**src/rtl/mem_copy_engine.sv**
```systemverilog
// mem_copy_engine
//
// Bus initiator that copies 16-bit words from a source region to a
// destination region over the byte-paired dual-port memory/IO interface.
// Port A carries the high byte at ptr, port B the low byte at ptr+1.
// Each word takes READ -> WAIT -> WRITE (3 cycles). Either pointer can
// be held fixed, so the IO input word (0xFFFE) can be streamed into RAM or
// RAM can be pushed to the output register (0xF010).
//
// Optional feature macro: MEMCOPY_FILL_EN
//   Adds inputs fill / fill_word. With fill=1 the engine writes fill_word
//   at the destination once per cycle (FILL_WRITE state) without reading.
//
// Ports:
//   clk, reset        clock, synchronous active-low reset
//   start             one-cycle request, accepted only in IDLE
//   src_addr/dst_addr first source/destination byte address
//   len               word count (0 legal)
//   src_fixed/dst_fixed  hold the matching pointer constant
//   busy, done        status (busy: accept+1 .. DONE; done: DONE pulse)
//   m_addr_a/b, m_data_a/b, m_we_a/b  memory initiator outputs
//   m_q               read word {byte@addr_a, byte@addr_b}, 1-cycle latency
//   dbg_state         current FSM state encoding
//
// Handshake: start is a single-cycle strobe; it is taken only when the FSM
// is in IDLE and ignored otherwise. done is a single-cycle completion pulse.
module mem_copy_engine #(
  parameter int DATA_WIDTH = 8,
  parameter int ADDR_WIDTH = 16
) (
  input  logic                    clk,
  input  logic                    reset,
  input  logic                    start,
  input  logic [ADDR_WIDTH-1:0]   src_addr,
  input  logic [ADDR_WIDTH-1:0]   dst_addr,
  input  logic [15:0]             len,
  input  logic                    src_fixed,
  input  logic                    dst_fixed,
`ifdef MEMCOPY_FILL_EN
  input  logic                    fill,
  input  logic [15:0]             fill_word,
`endif
  output logic                    busy,
  output logic                    done,
  output logic [ADDR_WIDTH-1:0]   m_addr_a,
  output logic [ADDR_WIDTH-1:0]   m_addr_b,
  output logic [DATA_WIDTH-1:0]   m_data_a,
  output logic [DATA_WIDTH-1:0]   m_data_b,
  output logic                    m_we_a,
  output logic                    m_we_b,
  input  logic [2*DATA_WIDTH-1:0] m_q,
  output logic [2:0]              dbg_state
);

  typedef enum logic [2:0] {
    S_IDLE,
    S_READ,
    S_WAIT,
    S_WRITE,
    S_DONE
`ifdef MEMCOPY_FILL_EN
    , S_FILL_WRITE
`endif
  } state_t;

  localparam logic [ADDR_WIDTH-1:0] ONE = ADDR_WIDTH'(1);
  localparam logic [ADDR_WIDTH-1:0] TWO = ADDR_WIDTH'(2);

  state_t                  state;
  logic [ADDR_WIDTH-1:0]   src_ptr;
  logic [ADDR_WIDTH-1:0]   dst_ptr;
  logic [15:0]             remaining;
  logic [2*DATA_WIDTH-1:0] data_reg;
  logic                    src_fixed_r;
  logic                    dst_fixed_r;
  logic [ADDR_WIDTH-1:0]   src_next;
  logic [ADDR_WIDTH-1:0]   dst_next;

  // Pointer arithmetic wraps naturally at 2^ADDR_WIDTH.
  assign src_next  = src_fixed_r ? src_ptr : src_ptr + TWO;
  assign dst_next  = dst_fixed_r ? dst_ptr : dst_ptr + TWO;
  assign dbg_state = state;

  // Write data is only driven while a write is on the bus; the bus is 0
  // otherwise so idle and read cycles present all-zero data.
  assign m_data_a = m_we_a ? data_reg[2*DATA_WIDTH-1:DATA_WIDTH] : '0;
  assign m_data_b = m_we_b ? data_reg[DATA_WIDTH-1:0] : '0;

  always_ff @(posedge clk) begin
    if (!reset) begin
      state       <= S_IDLE;
      src_ptr     <= '0;
      dst_ptr     <= '0;
      remaining   <= '0;
      data_reg    <= '0;
      src_fixed_r <= 1'b0;
      dst_fixed_r <= 1'b0;
      busy        <= 1'b0;
      done        <= 1'b0;
      m_addr_a    <= '0;
      m_addr_b    <= '0;
      m_we_a      <= 1'b0;
      m_we_b      <= 1'b0;
    end else begin
      case (state)
        S_IDLE: begin
          if (start) begin
            src_ptr     <= src_addr;
            dst_ptr     <= dst_addr;
            remaining   <= len;
            src_fixed_r <= src_fixed;
            dst_fixed_r <= dst_fixed;
            busy        <= 1'b1;
            if (len == 16'd0) begin
              state <= S_DONE;
              done  <= 1'b1;
            end
`ifdef MEMCOPY_FILL_EN
            else if (fill) begin
              // Fill writes start immediately; no read phase.
              state    <= S_FILL_WRITE;
              data_reg <= (2*DATA_WIDTH)'(fill_word);
              m_addr_a <= dst_addr;
              m_addr_b <= dst_addr + ONE;
              m_we_a   <= 1'b1;
              m_we_b   <= 1'b1;
            end
`endif
            else begin
              state    <= S_READ;
              m_addr_a <= src_addr;
              m_addr_b <= src_addr + ONE;
            end
          end
        end

        // Read address is already on the bus; hold it through WAIT.
        S_READ: state <= S_WAIT;

        S_WAIT: begin
          data_reg <= m_q;
          state    <= S_WRITE;
          m_addr_a <= dst_ptr;
          m_addr_b <= dst_ptr + ONE;
          m_we_a   <= 1'b1;
          m_we_b   <= 1'b1;
        end

        S_WRITE: begin
          src_ptr   <= src_next;
          dst_ptr   <= dst_next;
          remaining <= remaining - 16'd1;
          m_we_a    <= 1'b0;
          m_we_b    <= 1'b0;
          if (remaining == 16'd1) begin
            state    <= S_DONE;
            done     <= 1'b1;
            m_addr_a <= '0;
            m_addr_b <= '0;
          end else begin
            state    <= S_READ;
            m_addr_a <= src_next;
            m_addr_b <= src_next + ONE;
          end
        end

`ifdef MEMCOPY_FILL_EN
        S_FILL_WRITE: begin
          dst_ptr   <= dst_next;
          remaining <= remaining - 16'd1;
          if (remaining == 16'd1) begin
            state    <= S_DONE;
            done     <= 1'b1;
            m_addr_a <= '0;
            m_addr_b <= '0;
            m_we_a   <= 1'b0;
            m_we_b   <= 1'b0;
          end else begin
            m_addr_a <= dst_next;
            m_addr_b <= dst_next + ONE;
          end
        end
`endif

        S_DONE: begin
          done  <= 1'b0;
          busy  <= 1'b0;
          state <= S_IDLE;
        end

        default: state <= S_IDLE;
      endcase
    end
  end

endmodule

```
**config.mk**
```make
export PLATFORM = sky130hd
export DESIGN_NAME = mem_copy_engine
export DESIGN_NICKNAME = d
export VERILOG_FILES = /design/src/rtl/mem_copy_engine.sv
export SDC_FILE = /design/constraint.sdc
export NUM_CORES = 1
export LEC_CHECK = 0
export BUFFER_PORTS_ARGS = -buffer_cell sky130_fd_sc_hd__buf_2
export CAP_MARGIN = 10
export CORE_MARGIN = 1
export CORE_UTILIZATION = 30
export CTS_CLUSTER_SIZE = 12
export DETAILED_ROUTE_END_ITERATION = 16
export GPL_TIMING_DRIVEN = 0
export RECOVER_POWER = 25
export SLEW_MARGIN = 40
export SYNTH_ARGS = -nofsm -noshare
export SYNTH_HDL_FRONTEND = slang
export SYNTH_SLANG_ARGS = --single-unit
```
**constraint.sdc**
```tcl
create_clock -name clk -period 6.1 [get_ports clk]
set_input_delay 1.22 -clock clk [delete_from_list [all_inputs] [get_ports clk]]
set_output_delay 1.22 -clock clk [all_outputs]
set_load 0.01 [all_outputs]
```
---- Yosys cells after proc, flatten, opt, wreduce, memory -nomap -nowiden ----
Index checks and enable logic that the tools add are counted.
word-level totals
  output and inout port bits .............. 55
  latch bits .............................. 0
  ROM bits ................................ 0
  bits in writable memories ............... 0
  register bits ........................... 104
  memories ................................ 0
  logic and storage cells ................. 70
  bits of input ports ..................... 69
cells by class
  reduce and logical (&&, ||, !) cells .... 13
  bitwise gates (word level) .............. 0
  muxes and demuxes ....................... 29
  equality and inequality tests ........... 10
  divide/modulo/power cells ............... 0
  multiply operators ...................... 0
  magnitude comparators ................... 0
  shifts and indexed selects .............. 0
  $add $sub $neg .......................... 6
operator list
  kind                     number
  $mux W16                 11
  $pmux W16 S2             3
  $pmux W16 S3             2
  $add A16 B1 Y16 const B  3
  $add A16 B2 Y16 const B  2
  $eq A16 B1 Y1 const B    1
  $logic_not A16 Y1        1
  $mux W8                  2
  $sub A16 B1 Y16 const B  1
  $pmux W3 S4              1
  $ne A2 B2 Y1 const B     5
  $mux W3                  3
  $eq A3 B2 Y1 const B     2
  $reduce_and A2 Y1        3
  $reduce_and A3 Y1        2
  $reduce_bool A2 Y1       3
  $reduce_bool A3 Y1       2
  $mux W1                  4
  $pmux W1 S2              2
  $reduce_and A4 Y1        1
  $eq A3 B1 Y1 const B     1
  $eq A3 B3 Y1 const B     1
  $logic_not A3 Y1         1
  $pmux W1 S3              1

---- Longest topological paths before layout ----
Gate-level depths: netlist of the first run.
  depth in word-level cells ............... 5
  mapped depth ............................ 15
  gate-level depth less buffers ........... 10

---- Least setup slack after synthesis of the first run ----
OpenSTA, ideal clock, no wires.
  path kind ............................... register to register
  from .................................... register state[1] (netlist: dbg_state[1])
  to ...................................... register m_addr_b[14]
  setup time .............................. 124 ps
  stages on the path, launching flop included .. 15
  buffers on the path ..................... 4
  period minus slack after synthesis ...... 3,050 ps
  arrival ................................. 2,926 ps
  required time ........................... 5,976 ps
  path slack .............................. 3,050 ps
  cells stage by stage .................... dfxtp_1 > buf_4 > nor3b_2 > clkbuf_1 > buf_1 > nand2_1 > nand2_1 > ha_1 > clkbuf_1 > inv_1 > a211o_1 > nor2_1 > xnor2_1 > a221oi_1 > o22ai_1
on the way
  longest elaborated chain between the ends .. 3
  elaborated cells between the ends (all ways) .. 8
  those cells by class .................... eq/ne (4); mux (1); reduce/logical (3)
RTL lines
  what                                                                 line  source
  from (decl)                                                          69    state_t state;
  from (signal assigned)                                               91    state <= S_IDLE;
  from (signal assigned)                                               115   state <= S_DONE;
  from (signal assigned)                                               130   state <= S_READ;
  $eq A3 B2 Y1 / $logic_not A3 Y1 (equally long branches)              105   case (state)
  $reduce_bool A3 Y1 (no line) / $ne A2 B2 Y1 (equally long branches)  --
  $reduce_and A3 Y1 (no line)                                          --
  to (signal assigned)                                                 132   m_addr_b <= src_addr + ONE;
  to (signal assigned)                                                 144   m_addr_b <= dst_ptr + ONE;
  to (signal assigned)                                                 163   m_addr_b <= src_next + ONE;
  to (decl)                                                            46    output logic [ADDR_WIDTH-1:0] m_addr_b,
Parallel ways exist; a longest one is shown, timed or not.
A chain may end at the register's enable or synchronous reset.

---- Final worst setup path of the first run ----
  from .................................... register state[2] (netlist: dbg_state[2])
  to ...................................... register m_addr_b[12]
Same word-level chain as after synthesis.

==> flow_summary.toml, run 1 <==
[outcome]
status = "completed"

[routing]
routed.top_layer = "met4"
dr_wl_met2_um = 10700
drt-vias-per-instance = 5.45
postRouteAntennaNets = 0
dr.pass1.iters = 5
wl_met3_um = 1830
vias = 6952
routedLengthMet1_um = 10600
wl_per_cell_um = 18.8
drc = 0
routed_wl_um = 24000
drtIter0Drc = 595

[timing]
slew_viol_final = 0
rsz0062_at_grt = "no"
setup_tns_ns = 0
hold_viol_final = 0
relSlewSlack_pct = 42.9
fin_crit_sh_pct = 62.5
period_minus_slack_ns = 3.81
skew_ns = 0.0131
worst_slew_pin_slew_ns = 0.854
setup_viol = 0
max_clock_freq_mhz = 262

[synth]
synth_top_family_by_area = "simple AND/OR/NAND/NOR gates"
synth_seq_cells = 104
synth-simple-area-share_pct = 27.0
synth_mux_area_share_pct = 0.950
synth_xor_area_share_pct = 6.80
synthCells = 860
yosys_warnings = 0
yosysSeqAreaShare_pct = 31.6
synth_cell_type_count = 79
syn_avg_cell_area_um2 = 7.66
synthAdderAreaFrac_pct = 1.14
synth_enable_flop_cells = 0
synthArstFlopShare_pct = 0
syn_area_um2 = 6590
syn_nets = 935
synth_compound_area_share_pct = 26.8
ys.flop_type = "dfxtp_1"

[worst_setup_path]
arrival_ns = 4.05
crit_fanout = 10
crit_type = "reg -> reg"
cp.required_ns = 6.34
start_kind = "register"
end_kind = "register"

[min_path]
hold_class = "reg -> reg"

[clock_tree]
clk_latency_ns = 0.37
clock-sinks = 104
cts_tree = "built"
cts_resized = 0
cts_setup_buffers = 0
cts_root_buf = "clkbuf_16"
clkTransAtPathRegs_ns = 0.07
hold_buffers = 0
clockBufferDepth = 2
htree_levels = 3
cts_buffers = 9

[layout]
syn_to_final_growth_pct = 17.9
drive_gt1_share_pct = 13.1
n_fill_cell = 2293
fin_nets = 1069
final_cells = 1275

[power_and_ir_drop]
leakage_nw = 2.82
power_mw = 2.16
power.density_nw_per_um2 = 278
peakVddDrop_uv = 130

[place]
dp.cells = 1258
portBuffers = 123
place_hpwl_um = 18300
place_congestion = 0.948

[global_routing]
grt_pass1_vias = 6365
grt_usage_pct = 21.5
grt_max_degree = 17
grt_pass1_wl_um = 36200
antenna_found_initial = 0
gr-total-overflow = 0

[die]
die-width_um = 150
core_area_um2 = 21300
rows = 53
floorplan.initialDensity_pct = 30.9
ios = 124
die_h_um = 150
fp.dieArea_um2 = 22500

[run]
drv_cap = 0
==> logic make-up (layout without fill, tap and decap cells) <==
| kind of cell | Yosys count | after routing |
|---|---|---|
| simple gates | 351 | 351 |
| compound gates | 256 | 256 |
| flops | 104 | 104 |
| buf+inv | 88 | 227 |
| xor+xnor | 49 | 49 |
| fa+ha+maj | 6 | 6 |
| mux | 6 | 6 |
| other cells | 0 | 1 |
==> path summary, 6_finish.rpt <==
| path | start | endpoint | slack [ns] | cells past startpoint |
|---|---|---|---|---|
| worst max-delay path | dbg_state[2] | m_addr_b[12] | 2.29 | 14 |
| worst min-delay path | data_reg[13] | data_reg[13] | 0.46 | 2 |
| worst max register to register | dbg_state[2] | m_addr_b[12] | 2.29 | 14 |
| worst min register to register | data_reg[13] | data_reg[13] | 0.46 | 2 |
==> report_power, final <==
group	internal, mW	switching, mW	total, mW
Clock	0.279	0.275	0.555
Sequential	0.777	0.0747	0.852
Combinational	0.259	0.490	0.749
Total	1.32	0.840	2.16
==> area by class of cell <==
cell class | count | area (um2) | area share (%)
flip-flops and latches | 104 | 2080 | 26.8
clock buffers | 12 | 236 | 3.05
inverters | 14 | 52.6 | 0.677
plain buffers | 74 | 320 | 4.13
diodes | 1 | 2.50 | 0.0322
clock inverters | 4 | 30.0 | 0.387
repair buffers | 123 | 567 | 7.30
multi-input cells | 668 | 4130 | 53.2
well taps | 275 | 344 | 4.43
==> worst max-delay path, cell delays in order, from the launching register on <==
cell	delay [ns]
dfxtp_1	0.32
clkbuf_1	0.21
nor3b_2	0.52
clkbuf_1	0.45
buf_1	0.43
nand2_1	0.10
nand2_1	0.07
ha_1	0.14
clkbuf_1	0.30
inv_1	0.08
a211o_1	0.29
nor2b_1	0.26
xnor2_1	0.10
a221oi_1	0.32
a21oi_1	0.11
==> cells in the mapped netlist, types with 9 or more instances <==
library cell,number,area [um2]
nand2_1,111,417
dfxtp_1,104,2080
nor2_1,68,255
a21oi_1,53,265
clkbuf_1,52,195
o21ai_0,50,250
a21boi_0,47,353
nand3_1,42,210
xnor2_1,26,228
and2_1,24,150
xor2_1,22,193
nor2b_1,20,125
a221oi_1,17,149
nor3_1,16,80.1
inv_1,14,52.6
and3_1,10,62.6
o211ai_1,10,75.1
a211o_1,9,78.8
==> through the flow <==
stage	hold WS (ns)	utilization (%)	cell area [um2]	worst slack, ns
global route	0.488	36.5	7760	1.98
global placement	0.447	35.4	7540	2.33
detailed placement	0.456	35.4	7540	2.34
floorplan	0.438	-	6590	3.05
CTS	0.466	36.7	7810	2.31
finish	0.465	36.5	7760	2.29
==> placed cells by master (no fill, tap or decap), types with 14 or more instances in the layout <==
cell	instances
buf_2	91
inv_1	14
dfxtp_1	104
o21ai_0	50
nand2_1	111
nor2_1	68
nand3_1	42
clkbuf_1	94
xor2_1	22
nor2b_1	20
and2_1	24
a221oi_1	17
xnor2_1	26
a21boi_0	47
nor3_1	16
a21oi_1	53
==> per-layer routing <==
layer	vias to the layer above	GRT usage (%)
met2	292	34.0
met4	0	9.19
met3	44	3.52
met1	3247	28.9
met5	-	0
li1	3369	-
No activity file was read; power rests on OpenSTA's default activity.
==> inputs of run 2 (changes only) <==
Settings changed: ABC_AREA set to 1.
Clock period 6.1 ns to 3.8 ns, I/O delays scaled along.
==> run 2 against run 1 <==
Against the previous run: cell count up 11%; critical path depth shrank 5; global-route usage is 0.85 points higher; critical path type is now in -> reg; register-to-register slack worse by 1.0 ns; utilization increased by 0.21 points; critical endpoint is now m_addr_a[0]; wire length grew 2.6%; synthesized cell count rose by 16%; synthesized area is 1.5% lower; highest routed layer unchanged; count of clock-buffer cells in the layout shrank 3; sequential share of layout area increased by 0.10 points; clock power increased by 96%; combinational power increased by 62%.
==> flow_summary.toml, run 2 <==
[worst_setup_path]
cp.required_ns = 4.02
worstPathCellList = "buf_2, or2_2, nor4_1, nand3_1, nand2_1, inv_2, clkbuf_1, o21ai_0, a41oi_1"
end_kind = "register"
start_kind = "input port"
crit_path_top_delay_cell = "nor4_1"
critPathBufInv = 3
crit_fanout = 10
path_delay_family = "simple AND/OR/NAND/NOR gates"
arrival_ns = 2.76
crit_type = "in -> reg"
r2r_slack_ns = 1.28
critical_path.max_stage_delay_ns = 0.46

[synth]
synth_xor_area_share_pct = 2.30
synth_area_leader_cell = "dfxtp_1"
syn_nets = 1076
yosysSeqAreaShare_pct = 32.1
synth_top_area_share_pct = 32.1
syn_area_um2 = 6490
synth_mux_area_share_pct = 0
ys.flop_type = "dfxtp_1"
synth.most_common_cell = "nand2_1"
ys_top_cells_by_count = "302 x nand2_1, 104 x dfxtp_1, 92 x inv_1"
synth_enable_flop_cells = 0
synth_top_family_by_area = "simple AND/OR/NAND/NOR gates"
synthTopCellsByArea = "dfxtp_1 32%, nand2_1 17%, o21ai_0 6.1%, a21oi_1 5.6%, inv_1 5.3%"
synth_seq_cells = 104
syn_avg_cell_area_um2 = 6.48
synth_compound_area_share_pct = 21.5
synthArstFlopShare_pct = 0
synth_cell_type_count = 51
yosys_warnings = 0
synthAdderAreaFrac_pct = 1.16
synth-simple-area-share_pct = 33.6
synthCells = 1001

[routing]
dr.pass1.iters = 5
drt-vias-per-instance = 5.16
drtIter0Drc = 508
postRouteAntennaNets = 0
vias = 7299
drc = 0
routed_wl_um = 24600
wl_per_cell_um = 17.4

[clock_tree]
clkTransAtPathRegs_ns = 0.08
cts_tree = "built"
cts_setup_buffers = 0
clockBufferDepth = 2
htree_levels = 3
cts_resized = 0
clk_latency_ns = 0.36
hold_buffers = 0
clock-sinks = 104
cts_buffers = 9
cts_root_buf = "clkbuf_16"

[die]
die_h_um = 149
floorplan.initialDensity_pct = 30.8
core_area_um2 = 21100
ios = 124
fp.dieArea_um2 = 22200
rows = 53
die-width_um = 149

[power_and_ir_drop]
clkPwrFrac_pct = 29.1
p_seq_share_pct = 38.5
leakage_nw = 3.41
combPwrFrac_pct = 32.3
power.density_nw_per_um2 = 482
p_sw_share_pct = 39.9
power_switching_mw = 1.49
p_int_mw = 2.24
peakVddDrop_uv = 181

[timing]
slew_viol_final = 0
relSlewSlack_pct = 50.1
setup_viol = 0
skew_ns = 0.00840
fin_crit_sh_pct = 67.0
hold_viol_final = 0
setup_tns_ns = 0
period_minus_slack_ns = 2.55
rsz0062_at_grt = "no"
max_clock_freq_mhz = 393
hold_slack_ns = 0.467
worst_slew_pin_slew_ns = 0.748

[layout]
final_cell_mix = "302 x nand2_1, 104 x dfxtp_1, 101 x buf_2"
syn_to_final_growth_pct = 19.3
layout.cells.most_common = "nand2_1"
drive_gt1_share_pct = 15.7
antenna_cells = 0
fin_nets = 1210

[global_routing]
antenna_found_initial = 1
grt_usage_pct = 22.4
grt_pass1_wl_um = 37700
gr-total-overflow = 0
grt_max_degree = 20
grt_pass1_vias = 6790

[place]
portBuffers = 123
place_hpwl_um = 19000
place_congestion = 0.920

[run]
drv_cap = 0

[outcome]
status = "completed"

[min_path]
hold_class = "reg -> reg"
-- run 2: cell type report --
cell class	count	area (um2)
inverter	102	383
buffer	48	219
multi-input combinational	747	3800
fill	2376	13400
timing repair buffer	123	572
clock buffer	9	225
clock inverter	7	111
tap	275	344
sequential	104	2080
-- run 2: power by group through the flow --
| stage | Clock, mW | Combinational, mW | Sequential (mW) |
|---|---|---|---|
| 2_1_floorplan | 0 | 0.770 | 1.44 |
| 3_3_place_gp | 0 | 1.20 | 1.45 |
| 3_5_place_dp | 0 | 1.21 | 1.45 |
| 4_1_cts | 1.10 | 1.22 | 1.43 |
| 5_1_grt | 1.14 | 1.35 | 1.46 |
| 6_report | 1.09 | 1.21 | 1.44 |
-- run 2: path summary, 6_finish.rpt --
kind,start,end,cells past startpoint
worst max-delay path,len[0],m_addr_a[0],9
worst min-delay path,data_reg[10],data_reg[10],2
worst max register to register,dbg_state[2],m_addr_b[14],14
worst min register to register,data_reg[10],data_reg[10],2
-- run 2: cell families (layout without fill, tap and decap cells) --
| logic type | after synthesis | count (layout) |
|---|---|---|
| simple gates | 489 | 489 |
| compound gates | 238 | 238 |
| buf+inv | 150 | 289 |
| flops | 104 | 104 |
| xor+xnor | 14 | 14 |
| fa+ha+maj | 6 | 6 |
-- run 2: routing by layer --
layer | GRT usage (%) | up-vias | wire length (um)
met5 | 0 | - | 0
met4 | 6.79 | 0 | 572
met3 | 4.25 | 30 | 1780
met2 | 34.3 | 273 | 10500
met1 | 31.5 | 3396 | 11700
li1 | - | 3600 | -
-- run 2: worst reg2reg max path, stage by stage, from the launching register on --
cell,delay (ns)
dfxtp_1,0.40
inv_2,0.15
nand2_4,0.13
nor2_8,0.22
buf_8,0.19
nand2_2,0.07
o21ai_2,0.10
ha_1,0.23
nand2_2,0.09
nor2_4,0.21
nand2_2,0.11
o21bai_1,0.16
nand2_1,0.10
a21oi_1,0.17
a21oi_1,0.08
-- run 2: metrics by stage --
stage / setup WS (ns) / util [%] / std cells / instance area, um2 / power [mW]
floorplan: 1.68 / - / 1001 / 6490 / 2.21
global placement: 0.955 / 35.3 / 1399 / 7450 / 2.66
detailed placement: 0.947 / 35.3 / 1399 / 7450 / 2.67
CTS: 1.28 / 36.9 / 1415 / 7780 / 3.75
global route: 1.07 / 36.7 / 1415 / 7740 / 3.95
finish: 1.25 / 36.7 / 1415 / 7740 / 3.73
